**config.mk**
```make
export PLATFORM = sky130hd
export DESIGN_NAME = cla_pipe_adder
export DESIGN_NICKNAME = d
export VERILOG_FILES = /design/src/rtl/cla_pkg.sv /design/src/rtl/cla_group.sv /design/src/rtl/cla_pipe_adder.sv
export SDC_FILE = /design/constraint.sdc
export NUM_CORES = 1
export LEC_CHECK = 0
export CAP_MARGIN = 20
export CORE_MARGIN = 5
export CORE_UTILIZATION = 50
export CTS_BUF_LIST = sky130_fd_sc_hd__clkbuf_2 sky130_fd_sc_hd__clkbuf_4 sky130_fd_sc_hd__clkbuf_8
export CTS_CLUSTER_SIZE = 20
export DETAILED_ROUTE_END_ITERATION = 12
export GPL_ROUTABILITY_DRIVEN = 0
export PLACE_DENSITY = 0.86
export SLEW_MARGIN = 25
export SYNTH_ARGS = -nofsm -noshare
export SYNTH_HDL_FRONTEND = slang
export SYNTH_HIERARCHICAL = 1
export SYNTH_SLANG_ARGS = --single-unit
```
**constraint.sdc**
```tcl
create_clock -name clk -period 11.7 [get_ports clk]
set_clock_uncertainty 0.1 [all_clocks]
set_input_delay 1.17 -clock clk [delete_from_list [all_inputs] [get_ports clk]]
set_output_delay 1.17 -clock clk [all_outputs]
set_load 0.05 [all_outputs]
```
**src/rtl/cla_pkg.sv**
```systemverilog
// cla_pkg: shared constants, flag bundle and group-count helper for the
// pipelined carry-lookahead adder.
package cla_pkg;

    localparam int DEF_WIDTH = 32;
    localparam int DEF_GROUP = 4;
    localparam int LATENCY   = 3;

    // ALU flags produced alongside the sum
    typedef struct packed {
        logic cout;
        logic ovf;
        logic zero;
    } cla_flags_t;

    // Number of lookahead groups; WIDTH is expected to be a multiple of GROUP
    function automatic int calc_ngrp(input int width, input int group);
        return width / group;
    endfunction

endpackage

```
**src/rtl/cla_group.sv**
```systemverilog
// cla_group: GROUP-bit combinational lookahead cell. Produces the group
// propagate/generate and the carry into every bit of the group, all in
// flattened sum-of-products form (no ripple between bits).
module cla_group #(
    parameter int GROUP = 4
) (
    input  logic [GROUP-1:0] i_p,
    input  logic [GROUP-1:0] i_g,
    input  logic             i_cin,
    output logic             o_grp_p,
    output logic             o_grp_g,
    output logic [GROUP-1:0] o_carry
);

    // Group propagate: every bit propagates
    assign o_grp_p = &i_p;

    // Group generate and per-bit carries as lookahead OR-of-ANDs
    always_comb begin
        logic w_term;
        logic w_acc;
        o_carry = '0;
        o_grp_g = 1'b0;
        w_term  = 1'b0;
        w_acc   = 1'b0;
        // carry into bit i: cin propagated through bits 0..i-1, or a generate
        // at bit j < i propagated through bits j+1..i-1
        for (int i = 0; i < GROUP; i++) begin
            w_term = i_cin;
            for (int m = 0; m < i; m++) begin
                w_term = w_term & i_p[m];
            end
            w_acc = w_term;
            for (int j = 0; j < i; j++) begin
                w_term = i_g[j];
                for (int m = j + 1; m < i; m++) begin
                    w_term = w_term & i_p[m];
                end
                w_acc = w_acc | w_term;
            end
            o_carry[i] = w_acc;
        end
        // generate out of the group, independent of cin
        w_acc = 1'b0;
        for (int j = 0; j < GROUP; j++) begin
            w_term = i_g[j];
            for (int m = j + 1; m < GROUP; m++) begin
                w_term = w_term & i_p[m];
            end
            w_acc = w_acc | w_term;
        end
        o_grp_g = w_acc;
    end

endmodule

```
**src/rtl/cla_pipe_adder.sv**
```systemverilog
// cla_pipe_adder: 3-stage pipelined carry-lookahead adder/subtractor with a
// valid/ready handshake and cout/ovf/zero flags.
//   S1: operands, inverted b for subtract, carry-in
//   S2: per-bit p/g, per-group P/G
//   S3: group carries, bit carries, sum and flags
// Optional build macro CLA_PG_OUT_EN adds gp/gg outputs carrying the group
// propagate/generate of the result currently held in S3.
module cla_pipe_adder
    import cla_pkg::*;
#(
    parameter  int WIDTH = DEF_WIDTH,
    parameter  int GROUP = DEF_GROUP,
    localparam int NGRP  = calc_ngrp(WIDTH, GROUP)
) (
    input  logic             clk,
    input  logic             reset,
    input  logic             in_valid,
    output logic             in_ready,
    input  logic [WIDTH-1:0] a,
    input  logic [WIDTH-1:0] b,
    input  logic             c0,
    input  logic             sub,
    output logic             out_valid,
    input  logic             out_ready,
    output logic [WIDTH-1:0] s,
    output logic             cout,
    output logic             ovf,
    output logic             zero
`ifdef CLA_PG_OUT_EN
    ,
    output logic [NGRP-1:0]  gp,
    output logic [NGRP-1:0]  gg
`endif
);

    logic             w_stall;
    logic             w_advance;
    logic             r_v1;
    logic             r_v2;
    logic             r_v3;

    logic [WIDTH-1:0] r_s1_a;
    logic [WIDTH-1:0] r_s1_b;
    logic             r_s1_cin;
    logic [WIDTH-1:0] w_s1_p;
    logic [WIDTH-1:0] w_s1_g;
    logic [NGRP-1:0]  w_s1_gp;
    logic [NGRP-1:0]  w_s1_gg;
    logic [WIDTH-1:0] w_unused_s1_carry;

    logic [WIDTH-1:0] r_s2_p;
    logic [WIDTH-1:0] r_s2_g;
    logic [NGRP-1:0]  r_s2_gp;
    logic [NGRP-1:0]  r_s2_gg;
    logic             r_s2_cin;

    logic [NGRP:0]    w_s3_cgrp;
    logic [WIDTH-1:0] w_s3_carry;
    logic [WIDTH-1:0] w_s3_sum;
    logic [NGRP-1:0]  w_unused_s3_gp;
    logic [NGRP-1:0]  w_unused_s3_gg;
    cla_flags_t       w_s3_flags;

    logic [WIDTH-1:0] r_s3_sum;
    cla_flags_t       r_s3_flags;

    // A presented result that is not taken freezes the whole pipeline.
    // Reset forces in_ready high so the block looks idle while it clears.
    assign w_stall   = r_v3 & ~out_ready;
    assign w_advance = ~w_stall;
    assign in_ready  = ~w_stall | reset;
    assign out_valid = r_v3;

    // Valid bits travel with the data; bubbles are kept, reset overrides stall
    always_ff @(posedge clk) begin
        if (reset) begin
            r_v1 <= 1'b0;
            r_v2 <= 1'b0;
            r_v3 <= 1'b0;
        end else if (w_advance) begin
            r_v1 <= in_valid;
            r_v2 <= r_v1;
            r_v3 <= r_v2;
        end
    end

    // S1 capture: subtract is a + ~b + 1, so c0 is ignored in that mode
    always_ff @(posedge clk) begin
        if (w_advance) begin
            r_s1_a   <= a;
            r_s1_b   <= sub ? ~b : b;
            r_s1_cin <= sub | c0;
        end
    end

    assign w_s1_p = r_s1_a ^ r_s1_b;
    assign w_s1_g = r_s1_a & r_s1_b;

    // Group P/G cells feeding S2; bit carries are resolved later in S3
    generate
        for (genvar gi = 0; gi < NGRP; gi++) begin : g_s2_grp
            cla_group #(.GROUP(GROUP)) u_grp (
                .i_p     (w_s1_p[gi*GROUP +: GROUP]),
                .i_g     (w_s1_g[gi*GROUP +: GROUP]),
                .i_cin   (1'b0),
                .o_grp_p (w_s1_gp[gi]),
                .o_grp_g (w_s1_gg[gi]),
                .o_carry (w_unused_s1_carry[gi*GROUP +: GROUP])
            );
        end
    endgenerate

    // S2 capture: per-bit p/g, per-group P/G and the effective carry-in
    always_ff @(posedge clk) begin
        if (w_advance) begin
            r_s2_p   <= w_s1_p;
            r_s2_g   <= w_s1_g;
            r_s2_gp  <= w_s1_gp;
            r_s2_gg  <= w_s1_gg;
            r_s2_cin <= r_s1_cin;
        end
    end

    // Group carries in flattened lookahead form: Cgrp[k+1] is the OR of every
    // group generate j <= k propagated through groups j+1..k, plus cin
    // propagated through groups 0..k
    always_comb begin
        logic w_term;
        logic w_acc;
        w_s3_cgrp    = '0;
        w_term       = 1'b0;
        w_acc        = 1'b0;
        w_s3_cgrp[0] = r_s2_cin;
        for (int k = 0; k < NGRP; k++) begin
            w_term = r_s2_cin;
            for (int m = 0; m <= k; m++) begin
                w_term = w_term & r_s2_gp[m];
            end
            w_acc = w_term;
            for (int j = 0; j <= k; j++) begin
                w_term = r_s2_gg[j];
                for (int m = j + 1; m <= k; m++) begin
                    w_term = w_term & r_s2_gp[m];
                end
                w_acc = w_acc | w_term;
            end
            w_s3_cgrp[k+1] = w_acc;
        end
    end

    // In-group bit carries driven by each group's incoming carry
    generate
        for (genvar gi = 0; gi < NGRP; gi++) begin : g_s3_grp
            cla_group #(.GROUP(GROUP)) u_grp (
                .i_p     (r_s2_p[gi*GROUP +: GROUP]),
                .i_g     (r_s2_g[gi*GROUP +: GROUP]),
                .i_cin   (w_s3_cgrp[gi]),
                .o_grp_p (w_unused_s3_gp[gi]),
                .o_grp_g (w_unused_s3_gg[gi]),
                .o_carry (w_s3_carry[gi*GROUP +: GROUP])
            );
        end
    endgenerate

    assign w_s3_sum = r_s2_p ^ w_s3_carry;

    // Flags: signed overflow when carry into the MSB differs from carry out
    always_comb begin
        w_s3_flags      = '0;
        w_s3_flags.cout = w_s3_cgrp[NGRP];
        w_s3_flags.ovf  = w_s3_carry[WIDTH-1] ^ w_s3_cgrp[NGRP];
        w_s3_flags.zero = (w_s3_sum == '0);
    end

    // S3 output registers; reset clears them without recomputing zero
    always_ff @(posedge clk) begin
        if (reset) begin
            r_s3_sum   <= '0;
            r_s3_flags <= '0;
        end else if (w_advance) begin
            r_s3_sum   <= w_s3_sum;
            r_s3_flags <= w_s3_flags;
        end
    end

`ifdef CLA_PG_OUT_EN
    logic [NGRP-1:0] r_s3_gp;
    logic [NGRP-1:0] r_s3_gg;

    // Group P/G of the transaction in S3, kept in step with the sum
    always_ff @(posedge clk) begin
        if (reset) begin
            r_s3_gp <= '0;
            r_s3_gg <= '0;
        end else if (w_advance) begin
            r_s3_gp <= r_s2_gp;
            r_s3_gg <= r_s2_gg;
        end
    end

    assign gp = r_s3_gp;
    assign gg = r_s3_gg;
`endif

    assign s    = r_s3_sum;
    assign cout = r_s3_flags.cout;
    assign ovf  = r_s3_flags.ovf;
    assign zero = r_s3_flags.zero;

endmodule

```
# Yosys cells after proc, flatten, opt, wreduce, memory -nomap -nowiden
# Index checks and enable logic that the tools add are counted.
# op_classes
multipliers	0
eq_ne	0
n_reduce_logical	9
bitwise	250
mux	1
shift	0
n_addsub	0
div_mod_pow	0
magnitude_cmp	0
# ops
operator	n
$and 1x1->1	133
$or 1x1->1	110
$xor 32x32->32	2
$and 32x32->32	1
$logic_not 32->1	1
$mux 32	1
$not 32->32	1
$reduce_and 4->1	8
$not 1->1	2
$xor 1x1->1	1
# totals
register_bits	183
elab_cells	275
out_inout_bits	37
mem_count	0
romBits	0
latchBits	0
inputBits	70
ram_bits	0

# Longest topological paths before layout
# depth
depth_word	22
ltp_mapped	12
mapped_depth_nobuf	12

# Cells and area by module
# The synthesis kept the hierarchy.
# modules_own_cells
module	area_each_um2	seq_area_each_um2	n_inst	cells_per_inst
cla_pipe_adder	6826.5	5144.9	1	412
cla_group	65.1	0.0	16	11

# Worst setup path before layout
# Ideal clock, no wire load.
# synth_timing
kind	input -> register
start	in out_ready
end	reg r_s1_a[0] (enable)
n_path_buf	1
t_arrival_ps	5656
required_time_ps	11032
setup_time_ps	568
slack_ps	5376
stages	3
cell_sequence	and2b_1 inv_2 clkbuf_1
# synth_via
elab_chain_cells	2
# synth_lines
element	line_no	source
start, declared	cla_pipe_adder.sv:24	input logic out_ready,
$not 1->1	cla_pipe_adder.sv:69	assign w_stall = r_v3 & ~out_ready;
$and 1x1->1	cla_pipe_adder.sv:69	
end signal, assigned	cla_pipe_adder.sv:90	r_s1_a <= a;
end, declared	cla_pipe_adder.sv:42	logic [WIDTH-1:0] r_s1_a;
# Every way passes these cells.
# A chain may end at the register's enable or synchronous reset.

# Worst setup path in the final report
# layout_timing
start	in reset
end	out in_ready
# layout_via
elab_chain_cells	1
# layout_lines
element	line_no	source
start, declared	cla_pipe_adder.sv:16	input logic reset,
$or 1x1->1	cla_pipe_adder.sv:71	assign in_ready = ~w_stall | reset;
end, declared	cla_pipe_adder.sv:18	output logic in_ready,
# Every way passes these cells.

==> reports/summary.md <==
The run finished with clean final reports. The launch point of the worst hold path was r_s1_cin. In the routed layout, each cell is associated on average with a via count of 5.25.

TritonCTS created 17 clock buffers. The tools report the final hold violation count as 0. Endpoint of the most critical register-to-register path: zero.

The routed wire length is 12.8 mm, and the CTS clock-pin slew for the worst setup and hold paths is 80 ps. The count of antenna diodes in the layout is 0, and the worst hold path stage count is 0. The relative slew slack is 0.377. The smallest clock period supported by the final layout is computed as 4280 ps.

The total half-perimeter wirelength after legalization and detailed placement was 9.37 mm. For this run, the number of Yosys warnings is 6. The first global-routing pass estimated 20.9 mm of wire. By startpoint and endpoint, the worst setup path is classified as in -> out. Summing over every cut layer, the via total after detailed routing is 4134. The area growth from synthesis to final layout works out to 22.0%. TritonCTS built the clock tree. For the required time of the critical path, the log shows 10430 ps.

Setup repair after global routing left no endpoint under its margin. The die is 129 um wide. The transition time at the pin with the least slew margin was 934 ps; the slack of the worst reg-to-reg path was 8560 ps. Along the worst path, the maximum fanout reaches 41. The run gives 0.223 as the logic gate share of total power. For this design the total switching power over the nets is 0.442 mW. In this run, placement finished with an instance count of 756.

The worst path arrival time was 3010 ps; the count of max-cap constraint violations was 0. The power density over cell area was 180 nW/um2. Post-CTS repair changed the size of 0 cells.

The run gives 0.289 as the met2 routing resource usage after global routing. The synthesized instance count came out at 491. The endpoint with the worst hold slack is r_s2_cin. The worst-skew pair later-pin latency was 450 ps. The post-synthesis average cell area is 14.5 um2.

The register share of total power was 0.524; the share of cells above drive strength 1 was 0.0609. The number of hold buffers added after CTS was 0. Setup violations remaining at the end of the flow were counted as 0. The initial antenna violation count is 0, and the number of global-route vias before repair is 4455. When the netlist entered floorplanning its net count stood at 593. The layer flagged by global routing as most heavily used is met2.

For the met3 track utilization from global routing, the log shows 0.0453. The count of buffers added on input and output ports is 106. Measured along the y axis, the die boundary spans 129 um. Highest clock rate: 234 MHz.

Summed over all cells, the static leakage comes to 3.42 nW. IR analysis of the VDD net gives a maximum drop of 0.102 mV. The total I/O pin count came out at 107. The tools report the share of total power in the clock network as 0.253.

Adding up every negative setup slack in the final design gives 0 ps. The switching part of the total power was 0.283. The initial core utilization was 0.512; the non-filler instance count after layout was 788. The area of the core was 13900 um2; the worst reg2reg path depth was 12.

The run gives 2 as the maximum clock insertion buffer count. For this run, the detailed router's first-pass iteration total came to 4. Summing every instance area after synthesis gives 7100 um2. The tree is rooted in a sky130_fd_sc_hd__clkbuf_8. The worst setup path is launched from an input pin. The fraction of the cycle the final worst path needs was 0.366. The floorplan step defined a die boundary enclosing 16700 um2.

Total DRC errors in the routed layout: 0. The final number of max-transition violations was 0; the first-iteration detailed-routing DRC count was 275. The cell-internal power is 1.12 mW. The start of the worst register-to-register path was r_s2_cin. The global routing usage summed across all routing layers came out at 0.164.

The H-tree generated during clock tree synthesis spans 4 levels. The number of setup buffers added after CTS is 0. The worst setup path is captured at an output port. The run gives 139 as the largest net degree at the start of global routing. The path class of the tightest hold or removal check is reg -> reg. The run gives 0 as the global route total overflow. The floorplan has 43 rows. For the met1 demand-to-capacity share in global routing, the log shows 0.183. The clock sink total is 176, and the count of nets left with antenna violations after detail routing is 0. For this run, the post-layout net count is 697. Dividing the detail-routed wire length by the instance count gives 16.3 um.
worst max path at each step:
stage,start,endpoint,cells past startpoint
2_1_floorplan,out_ready,r_s1_a[0],3
3_3_place_gp,reset,in_ready,4
3_5_place_dp,reset,in_ready,4
4_1_cts,reset,in_ready,4
5_1_grt,reset,in_ready,4
6_report,reset,in_ready,4
registers in the layout, summed over array words and instances (netlist names), 8 cells and up:
register / cells
r_s1_a: 32
r_s1_b: 32
r_s2_p: 32
s: 32
r_s2_g: 24
r_s2_gg: 8
r_s2_gp: 8
layout make-up:
| cell class | instances | area [um2] |
|---|---|---|
| clock buffer | 30 | 344 |
| clock inverter | 2 | 35.0 |
| fill | 1041 | 5220 |
| inverter | 2 | 15.0 |
| multi-input combinational | 290 | 2070 |
| sequential | 176 | 4900 |
| tap | 180 | 225 |
| timing repair buffer | 108 | 1070 |
routing by layer:
metal	up-vias	share of wire
met1	1982	0.40
li1	2037	-
met4	0	0.027
met3	23	0.041
met5	-	0
met2	92	0.53
cells in the final DEF, fill, tap and decap left out, types with 2 or more instances in the layout:
cell type	n
sky130_fd_sc_hd__edfxtp_1	138
sky130_fd_sc_hd__clkdlybuf4s50_1	105
sky130_fd_sc_hd__nor2_1	44
sky130_fd_sc_hd__dfxtp_1	38
sky130_fd_sc_hd__a211oi_1	33
sky130_fd_sc_hd__xor2_1	32
sky130_fd_sc_hd__xnor2_1	32
sky130_fd_sc_hd__ha_1	32
sky130_fd_sc_hd__a21o_1	29
sky130_fd_sc_hd__nand2_1	23
sky130_fd_sc_hd__a21oi_1	21
sky130_fd_sc_hd__clkbuf_8	19
sky130_fd_sc_hd__clkbuf_4	11
sky130_fd_sc_hd__o21ai_0	10
sky130_fd_sc_hd__a31o_1	8
sky130_fd_sc_hd__nand4_1	7
sky130_fd_sc_hd__nand3_1	4
sky130_fd_sc_hd__o21ai_1	2
sky130_fd_sc_hd__nor3_1	2
sky130_fd_sc_hd__buf_4	2
worst max-delay path, stage by stage:
cell and delay, ps:
sky130_fd_sc_hd__clkdlybuf4s50_1 460, sky130_fd_sc_hd__buf_4 370, sky130_fd_sc_hd__nand2b_1 190, sky130_fd_sc_hd__clkdlybuf4s50_1 810
power by group through the flow:
stage	registers [mW]	logic (mW)	clock network [mW]
5_1_grt	0.827	0.376	0.432
3_3_place_gp	0.829	0.339	0
2_1_floorplan	0.910	0.151	0
4_1_cts	0.819	0.351	0.404
3_5_place_dp	0.833	0.350	0
6_report	0.818	0.349	0.395
per-stage QoR:
stage               setup WS [ps]  power (mW)  hold slack, ps   util  instance area (um2)
detailed placement           7420        1.18             307  0.597                 8280
global placement             7430        1.17             307  0.597                 8280
floorplan                    5600        1.06             300      -                 7100
global route                 7330        1.63             348  0.624                 8660
finish                       7420        1.56             324  0.624                 8660
CTS                          7410        1.57             326  0.624                 8660
(Power assumes the default switching activity.)
